<file path="src/rtl/input_arbiter.sv">
// ---------------------------------------------------------------------------
// input_arbiter
//   Lets the SNES, IR and PS2 input decoders share one direction path into the
//   game logic. In auto mode the first controller that produces an active
//   sample becomes the owner. It keeps ownership until it has been idle for
//   TIMEOUT_CYCLES clocks. In forced mode the Choice switch selects the owner.
//   The accepted direction is sanitized and registered.
//
// Ports
//   Clock      in   1  system clock, rising edge
//   Reset_n    in   1  asynchronous active-low reset
//   Choice     in   2  00 auto, 01 force SNES, 10 force IR, 11 force PS2
//   NReadable  in   1  SNES sample strobe
//   NDir       in   4  SNES direction {Up,Down,Left,Right}
//   IReadable  in   1  IR sample strobe
//   IDir       in   4  IR direction {Up,Down,Left,Right}
//   PReadable  in   1  PS2 sample strobe
//   PDir       in   4  PS2 direction {Up,Down,Left,Right}
//   Dir        out  4  accepted, sanitized direction
//   DirValid   out  1  one-cycle pulse when Dir was loaded on this edge
//   Owner      out  2  current owner, Choice encoding (00 = none); this is
//                      the FSM state itself
//   Locked     out  1  an owner is held
//
// Strobe semantics: xReadable is a one-cycle qualifier for xDir. There is no
// back-pressure. An accepted strobe appears on Dir/DirValid one clock later.
// A strobe that is not accepted is dropped.
// ---------------------------------------------------------------------------
module input_arbiter #(
  parameter  int TIMEOUT_CYCLES = 50_000_000,
  localparam int CNT_W          = $clog2(TIMEOUT_CYCLES + 1)
) (
  input  logic       Clock,
  input  logic       Reset_n,
  input  logic [1:0] Choice,
  input  logic       NReadable,
  input  logic [3:0] NDir,
  input  logic       IReadable,
  input  logic [3:0] IDir,
  input  logic       PReadable,
  input  logic [3:0] PDir,
  output logic [3:0] Dir,
  output logic       DirValid,
  output logic [1:0] Owner,
  output logic       Locked
);

  // The state encoding matches the Choice/Owner encoding on purpose, so
  // Owner can be taken directly from the state register.
  typedef enum logic [1:0] {
    ST_IDLE  = 2'b00,
    ST_OWN_N = 2'b01,
    ST_OWN_I = 2'b10,
    ST_OWN_P = 2'b11
  } state_t;

  localparam logic [CNT_W-1:0] CNT_LAST = CNT_W'(TIMEOUT_CYCLES - 1);

  state_t           r_state;
  state_t           w_state_nxt;
  logic [1:0]       r_choice;
  logic [3:0]       r_dir;
  logic [3:0]       w_dir_nxt;
  logic             r_valid;
  logic             w_valid_nxt;
  logic [CNT_W-1:0] r_cnt;
  logic [CNT_W-1:0] w_cnt_nxt;

  logic             w_choice_chg;
  logic [1:0]       w_src;
  logic             w_src_rd;
  logic [3:0]       w_src_dir;
  logic             w_act_n;
  logic             w_act_i;
  logic             w_act_p;

  // If Up and Down are both pressed, they cancel each other. The same applies
  // to Left and Right.
  function automatic logic [3:0] sanitize(input logic [3:0] d);
    logic [3:0] s;
    s = d;
    if (d[3] && d[2]) s[3:2] = 2'b00;
    if (d[1] && d[0]) s[1:0] = 2'b00;
    return s;
  endfunction

  assign w_choice_chg = (Choice != r_choice);
  assign w_act_n      = NReadable && (NDir != 4'b0000);
  assign w_act_i      = IReadable && (IDir != 4'b0000);
  assign w_act_p      = PReadable && (PDir != 4'b0000);

  // Only one source is listened to while an owner is held. That source is the
  // forced one, or the current owner in auto mode. In IDLE this selects
  // nothing.
  assign w_src = (Choice != 2'b00) ? Choice : r_state;

  always_comb begin
    w_src_rd  = 1'b0;
    w_src_dir = 4'b0000;
    case (w_src)
      2'b01:   begin w_src_rd = NReadable; w_src_dir = NDir; end
      2'b10:   begin w_src_rd = IReadable; w_src_dir = IDir; end
      2'b11:   begin w_src_rd = PReadable; w_src_dir = PDir; end
      default: begin w_src_rd = 1'b0;      w_src_dir = 4'b0000; end
    endcase
  end

  always_comb begin
    w_state_nxt = r_state;
    w_dir_nxt   = r_dir;
    w_valid_nxt = 1'b0;
    w_cnt_nxt   = r_cnt;
    if (w_choice_chg) begin
      // Switching modes drops any strobe that arrives in the same cycle.
      w_state_nxt = state_t'(Choice);
      w_dir_nxt   = 4'b0000;
      w_cnt_nxt   = '0;
    end else if (Choice != 2'b00) begin
      w_state_nxt = state_t'(Choice);
      w_cnt_nxt   = '0;
      if (w_src_rd) begin
        w_dir_nxt   = sanitize(w_src_dir);
        w_valid_nxt = 1'b1;
      end
    end else if (r_state == ST_IDLE) begin
      w_cnt_nxt = '0;
      if (w_act_n) begin
        w_state_nxt = ST_OWN_N;
        w_dir_nxt   = sanitize(NDir);
        w_valid_nxt = 1'b1;
      end else if (w_act_i) begin
        w_state_nxt = ST_OWN_I;
        w_dir_nxt   = sanitize(IDir);
        w_valid_nxt = 1'b1;
      end else if (w_act_p) begin
        w_state_nxt = ST_OWN_P;
        w_dir_nxt   = sanitize(PDir);
        w_valid_nxt = 1'b1;
      end
    end else if (w_src_rd) begin
      // Any owner strobe keeps ownership, including a zero direction. It also
      // overrides a timeout that would happen in the same cycle.
      w_dir_nxt   = sanitize(w_src_dir);
      w_valid_nxt = 1'b1;
      w_cnt_nxt   = '0;
    end else if (r_cnt == CNT_LAST) begin
      w_state_nxt = ST_IDLE;
      w_dir_nxt   = 4'b0000;
      w_cnt_nxt   = '0;
    end else begin
      w_cnt_nxt = r_cnt + 1'b1;
    end
  end

  always_ff @(posedge Clock or negedge Reset_n) begin
    if (!Reset_n) begin
      r_state  <= ST_IDLE;
      r_choice <= 2'b00;
      r_dir    <= 4'b0000;
      r_valid  <= 1'b0;
      r_cnt    <= '0;
    end else begin
      r_state  <= w_state_nxt;
      r_choice <= Choice;
      r_dir    <= w_dir_nxt;
      r_valid  <= w_valid_nxt;
      r_cnt    <= w_cnt_nxt;
    end
  end

  assign Dir      = r_dir;
  assign DirValid = r_valid;
  assign Owner    = r_state;
  assign Locked   = (r_state != ST_IDLE);

endmodule

</file>
<file path="config.mk">
export PLATFORM = sky130hd
export DESIGN_NAME = input_arbiter
export DESIGN_NICKNAME = d
export VERILOG_FILES = /design/src/rtl/input_arbiter.sv
export SDC_FILE = /design/constraint.sdc
export NUM_CORES = 1
export LEC_CHECK = 0
export BUFFER_PORTS_ARGS = -buffer_cell sky130_fd_sc_hd__buf_2
export CELL_PAD_IN_SITES_DETAIL_PLACEMENT = 1
export CELL_PAD_IN_SITES_GLOBAL_PLACEMENT = 2
export CORE_MARGIN = 5
export CORE_UTILIZATION = 35
export CTS_BUF_LIST = sky130_fd_sc_hd__clkbuf_16
export DETAILED_ROUTE_END_ITERATION = 10
export PLACE_DENSITY_LB_ADDON = 0.12
export SLEW_MARGIN = 5
export SYNTH_ARGS = -nofsm -noshare
export SYNTH_HDL_FRONTEND = slang
export SYNTH_SLANG_ARGS = --single-unit
</file>
<file path="constraint.sdc">
create_clock -name Clock -period 2.36 [get_ports Clock]
set_input_delay 0.236 -clock Clock [delete_from_list [all_inputs] [get_ports Clock]]
set_output_delay 0.236 -clock Clock [all_outputs]
set_load 0.005 [all_outputs]
</file>
==> results of run 1 <==
[synthesized netlist by cell type (all sizes together)]
cell / instances
inv: 16
nor3b: 1
ha: 1
nand2: 21
nand2b: 5
o21a: 1
a21boi: 1
and4: 1
o211ai: 1
a32oi: 3
o221ai: 4
and2: 1
o22a: 2
a2bb2oi: 3
mux2i: 2
nor4: 5
nand3b: 1
o311ai: 1
a31oi: 1
nor4b: 2
xnor2: 12
a21oi: 12
dfrtp: 35
and3: 4
nor2: 40
a41oi: 1
or2: 2
o311a: 1
o22ai: 3
o21ai: 2
o31a: 4
a211o: 1
nor3: 5
nand4: 9
o32ai: 1
buf: 6
o41ai: 2
xor2: 14
nand3: 13
[worst max-delay path by stage]
| stage | cells after the start | from | endpoint | slack [ns] |
|---|---|---|---|---|
| after floorplan | 6 | r_cnt[18] | Dir[1] | 0.61 |
| after global placement | 7 | Owner[0] | r_cnt[4] | 0.36 |
| after detailed placement | 6 | r_cnt[18] | Dir[1] | 0.37 |
| after CTS | 6 | r_cnt[18] | Dir[1] | 0.33 |
| after global routing | 6 | r_cnt[18] | Dir[1] | 0.18 |
| final | 6 | r_cnt[7] | Dir[1] | 0.37 |
[state kept, by name, summed over array words and instances, names as in the netlist]
signal,flops
Dir,4
DirValid,1
Owner,2
r_choice,2
r_cnt,26
[worst max-delay path: cells and delay by family, from the launching register on]
family	cells	cell delay, ns
and+or+nand+nor	3	0.79
DFF	1	0.47
AOI/OAI and AO/OA	3	0.61
[final cells by class]
cell class                 count  area [µm²]
clock buffer                   5         125
clock inverter                 3        20.0
fill                         736        3490
inverter                      16        60.1
multi-input combinational    183        1200
sequential                    35         876
tap                           75        93.8
timing repair buffer          30         160
[kinds of logic after synthesis]
logic type	share of synthesized area [%]
AO/OA/AOI/OAI	15.7
XOR/XNOR	10.4
adder cells (fa/ha/maj)	0.570
buffers and inverters	5.24
flip-flops	39.9
multiplexers	0.912
AND/OR/NAND/NOR	27.3
[per-stage QoR]
| step | hold WS (ns) | total power, W | worst slack, ns | instance area [µm²] | utilization [%] |
|---|---|---|---|---|---|
| final | 0.0462 | 0.00143 | 0.366 | 2540 | 42.2 |
| after global routing | 0.117 | 0.00150 | 0.176 | 2540 | 42.2 |
| after CTS | 0.0789 | 0.00145 | 0.332 | 2540 | 42.2 |
| after detailed placement | 0.378 | 0.000799 | 0.367 | 2390 | 39.7 |
| after global placement | 0.367 | 0.000799 | 0.363 | 2390 | 39.7 |
| after floorplan | -0.0596 | 0.000724 | 0.605 | 2200 | - |
[where the power goes]
group          total [W]  leakage (nW)  switching [W]  internal, W
registers       0.000617         0.479     0.00000816     0.000609
clock network   0.000643        0.0658       0.000255     0.000388
logic           0.000168         0.506       0.000104    0.0000642
[routing by layer]
metal / vias to the layer above / part of all wire, % / routed length [µm] / GRT usage (%)
met1: 935 / 54 / 2990 / 23.7
li1: 917 / - / - / -
met4: 0 / 1.0 / 57 / 3.92
met5: - / 0 / 0 / 0
met3: 7 / 2.2 / 124 / 3.32
met2: 21 / 42 / 2340 / 21.9
==> impl_metrics.ini, run 1 <==
[die]
core_um2 = 6030
rows = 28
die_w_um = 89.2
io-pin-count = 27
start_util_pct = 36.4
die-area_um2 = 7960
die_h_um = 89.2

[layout]
syn2layout_area_growth_pct = 15.7
fin_nets = 291
final_common_cell = nor2_1
layout-drive-gt1-share_pct = 19.9
layout.cells.non_filler = 347
layout_common_cells = nor2_1 (39), dfrtp_1 (35), buf_2 (26)
diodes = 0

[clock_network]
cts_tree = done
cts.reportedPaths.clkPinSlew_ns = 0.05
cts_hold_buffers = 0
worstSkewPairLatency_ns = 0.28
numCtsBuffers = 5
htreeDepth = 2
clockBufferDepth = 2
clockRootBuffer = clkbuf_16
cts_resized = 0
post-cts-setup-buffers = 0
cts_sinks = 35

[setup_path]
r2r_end = Dir[1]
path_class = reg2reg
crit_slowest_cell = dfrtp_1
path_max_fanout = 6
worstSetupEndpointType = register
r2r_slack_ns = 0.37
slowest_delay_ns = 0.47
cp.arrival_ns = 2.14
crit_path_cell_trace = nor4b_1 -> nand2_1 -> nor4_4 -> a21oi_1 -> a31oi_2 -> o32ai_2
cp-start-kind = register
crit_required_ns = 2.50
r2r-start = r_cnt[7]
reg2reg_depth = 6

[global_routing]
globalRouteOverflowTotal = 0
antenna_found_initial = 0
grt_pass1_wl_um = 9650
track_usage_pct = 15.5
grt_pass1_vias = 1973
grt_max_degree = 36

[sta]
tns_ns = 0
fin_skew_ns = 0.00518
fmax_mhz = 501
maxSlewHeadroom_pct = 47.0
hold_viol = 0
post-route-min-period_ns = 1.99
worst_pin_slew_ns = 0.796
slew_violations = 0
grt_setup_unrepaired = no
period_share_pct = 84.5
setup-violations-final = 0

[placement]
dpl.hpwl_um = 4260
place_congestion = 0.734
dpl.cell_count = 339
portBuffers = 26

[detailed_routing]
avgRoutedWirePerCell_um = 15.9
wl_um = 5520
avgViaCountPerCell = 5.42
drc = 0
dr.first_iter.drc_count = 73
via_count = 1880
antenna_left = 0
drt_first_pass_iters = 4

[synth]
synthDominantCellAreaShare_pct = 39.9
netlist_instances = 240
seq_area_frac_synth_pct = 39.9
synthesis.nets = 260
syn_avg_cell_area_um2 = 9.15
ys.warnings.count = 0
synth.largest_area_cell = dfrtp_1
syn_area_um2 = 2200
yosysUniqueCellTypes = 52
synth-seq-cells = 35
synthTopCellsByArea = dfrtp_1 (40%), nor2_1 (6.7%), xor2_1 (5.6%)

[hold_path]
hp-class = in2async

[pwr]
power_density_nw_per_um2 = 562
power_leakage_nw = 1.05
peakVddDrop_mv = 0.349

[run]
cap_violations = 0

[status]
outcome = finished clean
(Power assumes the default switching activity.)
==> run 2: changes to the inputs <==
ABC_AREA = 1   (was unset)
CORE_UTILIZATION = 33   (was 35)
clock period = 2 ns   (was 2.36 ns; I/O delays follow)
==> impl_metrics.ini, run 2 <==
[synth]
ys.warnings.count = 0
syn_area_um2 = 2410
synth_common_cells = nand2_1 (85), nor2_1 (64), nand3_1 (42), inv_1 (38), dfrtp_1 (35)
synth-seq-cells = 35
synth_async_sr_flop_share_pct = 100
synth_edf_count = 0
synthDominantCellAreaShare_pct = 36.4
synthTopCellsByArea = dfrtp_1 (36%), nand2_1 (13%), nor2_1 (10%)
syn_avg_cell_area_um2 = 6.84
synthesis.nets = 372
synth_most_common_cell = nand2_1
seq_area_frac_synth_pct = 36.4
synth.largest_area_cell = dfrtp_1
synth_flop_cell = dfrtp_1
yosysUniqueCellTypes = 31
netlist_instances = 352

[sta]
maxSlewHeadroom_pct = 46.0
tns_ns = 0
slew_violations = 0
hold_slack_ns = 0.00994
post-route-min-period_ns = 1.81
grt_setup_unrepaired = no
worst_pin_slew_ns = 0.810
fin_skew_ns = 0.00885
setup-violations-final = 0
hold_viol = 0
period_share_pct = 90.7
fmax_mhz = 551

[setup_path]
path_class = reg2reg
cp.arrival_ns = 2.02
cpMostUsedCell = nor2_1
worstSetupEndpointType = register
crit_path_cell_trace = ha_1 -> nand3_1 -> nor2_1 -> nand2_1 -> nor2_1 -> nor2_1 -> nand3_4 -> buf_4 -> nor2_1
crit_required_ns = 2.21
crit_slowest_cell = dfrtp_1
r2r_slack_ns = 0.19
reg2reg_depth = 9
slowest_delay_ns = 0.39
cp-start-kind = register
path_max_fanout = 9

[die]
core_um2 = 7180
die-area_um2 = 9100
die_h_um = 95.4
rows = 31
io-pin-count = 27
die_w_um = 95.4
start_util_pct = 33.5

[pwr]
p_sw_share_pct = 26.4
power_density_nw_per_um2 = 663
p_sw_w = 0.000500
clock_power_share_pct = 48.1
seq_power_share_pct = 38.8
peakVddDrop_mv = 0.420
intPower_w = 0.00140
combPwrFrac_pct = 13.2
power_leakage_nw = 1.38

[layout]
fin_nets = 410
diodes = 0
final_common_cell = nand2_1
fill_cells = 958
largest_reg_flops = 26
fin_area_um2 = 2860
layout-drive-gt1-share_pct = 18.4
max_flop_register = r_cnt
final_core_util_pct = 39.8
layout_common_cells = nand2_1 (85), nor2_1 (64), nand3_1 (42)
syn2layout_area_growth_pct = 18.8

[placement]
portBuffers = 26
place_congestion = 0.794
postPlaceCellArea_um2 = 2690
dpl.hpwl_um = 5670

[detailed_routing]
avgViaCountPerCell = 4.81
antenna_left = 0
avgRoutedWirePerCell_um = 14.5
drc = 0
via_count = 2359
wl_um = 7080
drt_first_pass_iters = 4
dr.first_iter.drc_count = 92

[clock_network]
numCtsBuffers = 5
cts.reportedPaths.clkPinSlew_ns = 0.06
post-cts-setup-buffers = 0
cts_hold_buffers = 0
cts_resized = 0
clockBufferDepth = 2
clockRootBuffer = clkbuf_16
cts_tree = done
worstSkewPairLatency_ns = 0.29
htreeDepth = 2
cts_sinks = 35

[hold_path]
hp-class = in2async

[global_routing]
grt_pass1_vias = 2422
track_usage_pct = 17.0
grt_pass1_wl_um = 12000
globalRouteOverflowTotal = 0
grt_max_degree = 36
antenna_found_initial = 0

[status]
outcome = finished clean

[run]
cap_violations = 0
## run 2: kinds of logic (layout without fill, tap and decap cells)
group | count (synthesis) | count (layout) | share of synthesized area [%]
compound gates | 21 | 21 | 5.30
xor+xnor | 14 | 14 | 5.10
fa+ha+maj | 1 | 1 | 0.520
buf+inv | 48 | 87 | 8.48
flops | 35 | 35 | 36.4
simple gates | 233 | 233 | 44.2
## run 2: layout make-up
class / count / area, µm² / area share (%)
multi-input cells: 269 / 1330 / 46.4
flip-flops and latches: 35 / 876 / 30.6
repair buffers: 35 / 198 / 6.92
inverters: 44 / 165 / 5.78
clock buffers: 5 / 125 / 4.38
well taps: 99 / 124 / 4.33
clock inverters: 3 / 43.8 / 1.53
## run 2: power groups by stage
stage	registers, W	clock network (W)	logic [W]
2_1_floorplan	0.000749	0	0.000144
3_3_place_gp	0.000747	0	0.000253
4_1_cts	0.000735	0.000934	0.000255
5_1_grt	0.000737	0.000971	0.000286
3_5_place_dp	0.000748	0	0.000254
6_report	0.000735	0.000911	0.000249
## run 2: per-stage QoR
| step | worst slack, ns | cells | power (W) |
|---|---|---|---|
| after floorplan | 0.487 | 352 | 0.000893 |
| after CTS | 0.165 | 490 | 0.00192 |
| final | 0.186 | 490 | 0.00190 |
| after global placement | 0.261 | 482 | 0.00100 |
| after global routing | 0.0612 | 490 | 0.00199 |
| after detailed placement | 0.183 | 482 | 0.00100 |
## run 2: worst paths after layout
| kind | from | end |
|---|---|---|
| min | Reset_n | r_cnt[21] |
| min reg2reg | r_cnt[0] | r_cnt[0] |
| max in group asynchronous | Reset_n | r_cnt[7] |
| max | r_cnt[0] | r_cnt[12] |
| max reg2reg | r_cnt[0] | r_cnt[12] |
| min in group Clock | Choice[1] | r_choice[1] |
## run 2: metal layers
| metal | GRT usage [%] | wire length [µm] | up-vias |
|---|---|---|---|
| met5 | 0 | 0 | - |
| met4 | 3.20 | 54 | 0 |
| met3 | 2.68 | 233 | 4 |
| met2 | 25.9 | 3070 | 27 |
| met1 | 25.5 | 3720 | 1128 |
| li1 | - | - | 1200 |
## run 2: worst max-delay path, delay by kind of cell (launching register included)
kind / cells / cell delay [ns]
buf+inv: 1 / 0.24
simple gates: 7 / 0.87
flops: 1 / 0.39
fa+ha+maj: 1 / 0.23
==> run 3: changes to the inputs <==
ABC_AREA = 0   (was 1)
CORE_UTILIZATION = 35   (was 33)
==> impl_metrics.ini, run 3 (synthesis results as in run 1) <==
[detailed_routing]
avgViaCountPerCell = 5.24
drc = 0
drt_first_pass_iters = 4
antenna_left = 0
via_count = 1882
wl_um = 5630
avgRoutedWirePerCell_um = 15.7
dr.first_iter.drc_count = 47

[setup_path]
r2r_slack_ns = 0.16
path_max_fanout = 5
critPathTopFamily = simple AND/OR/NAND/NOR gates
cp.arrival_ns = 2.00
worstSetupEndpointType = register
slowest_delay_ns = 0.40
crit_required_ns = 2.16
path_buf_inv = 0
cp.depth = 6
crit_path_cell_trace = and4_2 -> nand3_2 -> nor4_4 -> nand4_1 -> and2_0 -> o22a_1
reg2reg_depth = 6
path_class = reg2reg
cp-start-kind = register
crit_slowest_cell = dfrtp_2

[clock_network]
cts.reportedPaths.clkPinSlew_ns = 0.06
clockBufferDepth = 2
htreeDepth = 2
worstSkewPairLatency_ns = 0.28
cts_hold_buffers = 0
numCtsBuffers = 5
cts_tree = done
cts_sinks = 35
clockRootBuffer = clkbuf_16

[pwr]
power_leakage_nw = 1.14
power_density_nw_per_um2 = 621
clock_power_share_pct = 43.7
seq_power_share_pct = 43.9
combPwrFrac_pct = 12.4
intPower_w = 0.00125
peakVddDrop_mv = 0.473
finalPower_w = 0.00166
p_sw_w = 0.000412
p_sw_share_pct = 24.8

[status]
outcome = finished, violations left
violations = negative hold slack

[die]
start_util_pct = 36.4
core_um2 = 6030
rows = 28
die_w_um = 89.2
die_h_um = 89.2
io-pin-count = 27
die-area_um2 = 7960

[layout]
largest_reg_flops = 26
layout-drive-gt1-share_pct = 24.3
fin_area_um2 = 2670
fill_cells = 742
final_core_util_pct = 44.3
fin_nets = 303
final_common_cell = nor2_1
diodes = 0
layout_common_cells = nor2_1 (39), dfrtp_1 (34), buf_2 (26)
max_flop_register = r_cnt
syn2layout_area_growth_pct = 21.7

[sta]
slew_violations = 0
grt_setup_unrepaired = no
hold_viol = 2
hold_slack_ns = -0.000991
setup-violations-final = 0
worst_pin_slew_ns = 0.788
fin_skew_ns = 0.00638
maxSlewHeadroom_pct = 47.5
period_share_pct = 91.8
tns_ns = 0
post-route-min-period_ns = 1.84
fmax_mhz = 545

[placement]
portBuffers = 26
postPlaceCellArea_um2 = 2480
place_congestion = 0.755
dpl.hpwl_um = 4300

[global_routing]
globalRouteOverflowTotal = 0
track_usage_pct = 15.7
grt_pass1_wl_um = 9650
grt_pass1_vias = 2018
grt_max_degree = 36
antenna_found_initial = 0

[run]
cap_violations = 0

[hold_path]
hp-class = in2async
run 3: cell count changes in the layout (fill, tap and decap cells not counted), moves of 4 or more:
cell and delta:
nand3_1 -31, nand2b_1 +5, inv_2 -4, o31a_1 +4, nor2_2 -12, and3_1 +4, inv_1 -23, o221ai_1 +4
nand2_1 -64, nor2_1 -25, xnor2_1 +9, buf_4 +6, nor3_1 -4, o21ai_0 -4
run 3: final cells by class:
type / count / area [µm²] / share of cell area [%]
Multi-Input combinational cell: 183 / 1240 / 46.5
Sequential cell: 35 / 877 / 32.8
Timing Repair Buffer: 42 / 263 / 9.84
Clock buffer: 5 / 125 / 4.68
Tap cell: 75 / 93.8 / 3.51
Inverter: 16 / 60.1 / 2.25
Clock inverter: 3 / 11.3 / 0.422
run 3: routing by layer:
metal	up-vias	wire, µm	global-route usage (%)
met3	2	145	3.87
met2	26	2520	23.4
met5	-	0	0
met1	918	2940	22.8
li1	936	-	-
met4	0	21	3.65
run 3: worst reg2reg max path, stage by stage, from the launching register on:
cell     delay (ns)
dfrtp_2        0.40
and4_2         0.29
nand3_2        0.13
nor4_4         0.38
nand4_1        0.15
and2_0         0.17
o22a_1         0.19
run 3: power by group through the flow:
stage / sequential (W) / clock (W) / combinational (W)
2_1_floorplan: 0.000740 / 0 / 0.000114
3_5_place_dp: 0.000741 / 0 / 0.000205
3_3_place_gp: 0.000741 / 0 / 0.000205
5_1_grt: 0.000730 / 0.000789 / 0.000232
4_1_cts: 0.000729 / 0.000748 / 0.000206
6_report: 0.000729 / 0.000725 / 0.000206
run 3: path summary, 6_finish.rpt:
check	startpoint	end
min in group Clock	Choice[1]	r_choice[1]
worst min-delay path	Reset_n	r_cnt[15]
worst max-delay path	r_cnt[3]	Owner[1]
worst max register to register	r_cnt[3]	Owner[1]
worst min register to register	r_cnt[0]	r_cnt[0]
max in group asynchronous	Reset_n	r_cnt[3]
run 3: what timing repair did:
action,4_1_cts,5_1_grt
buffers inserted,0,2
gates resized for setup,0,8
endpoints found under the setup margin,0,7
run 3: through the flow:
step,instances,setup slack (ns)
after floorplan,240,0.245
after CTS,357,0.0141
after detailed placement,349,0.0188
final,359,0.165
after global routing,359,0.00154
after global placement,349,0.0583
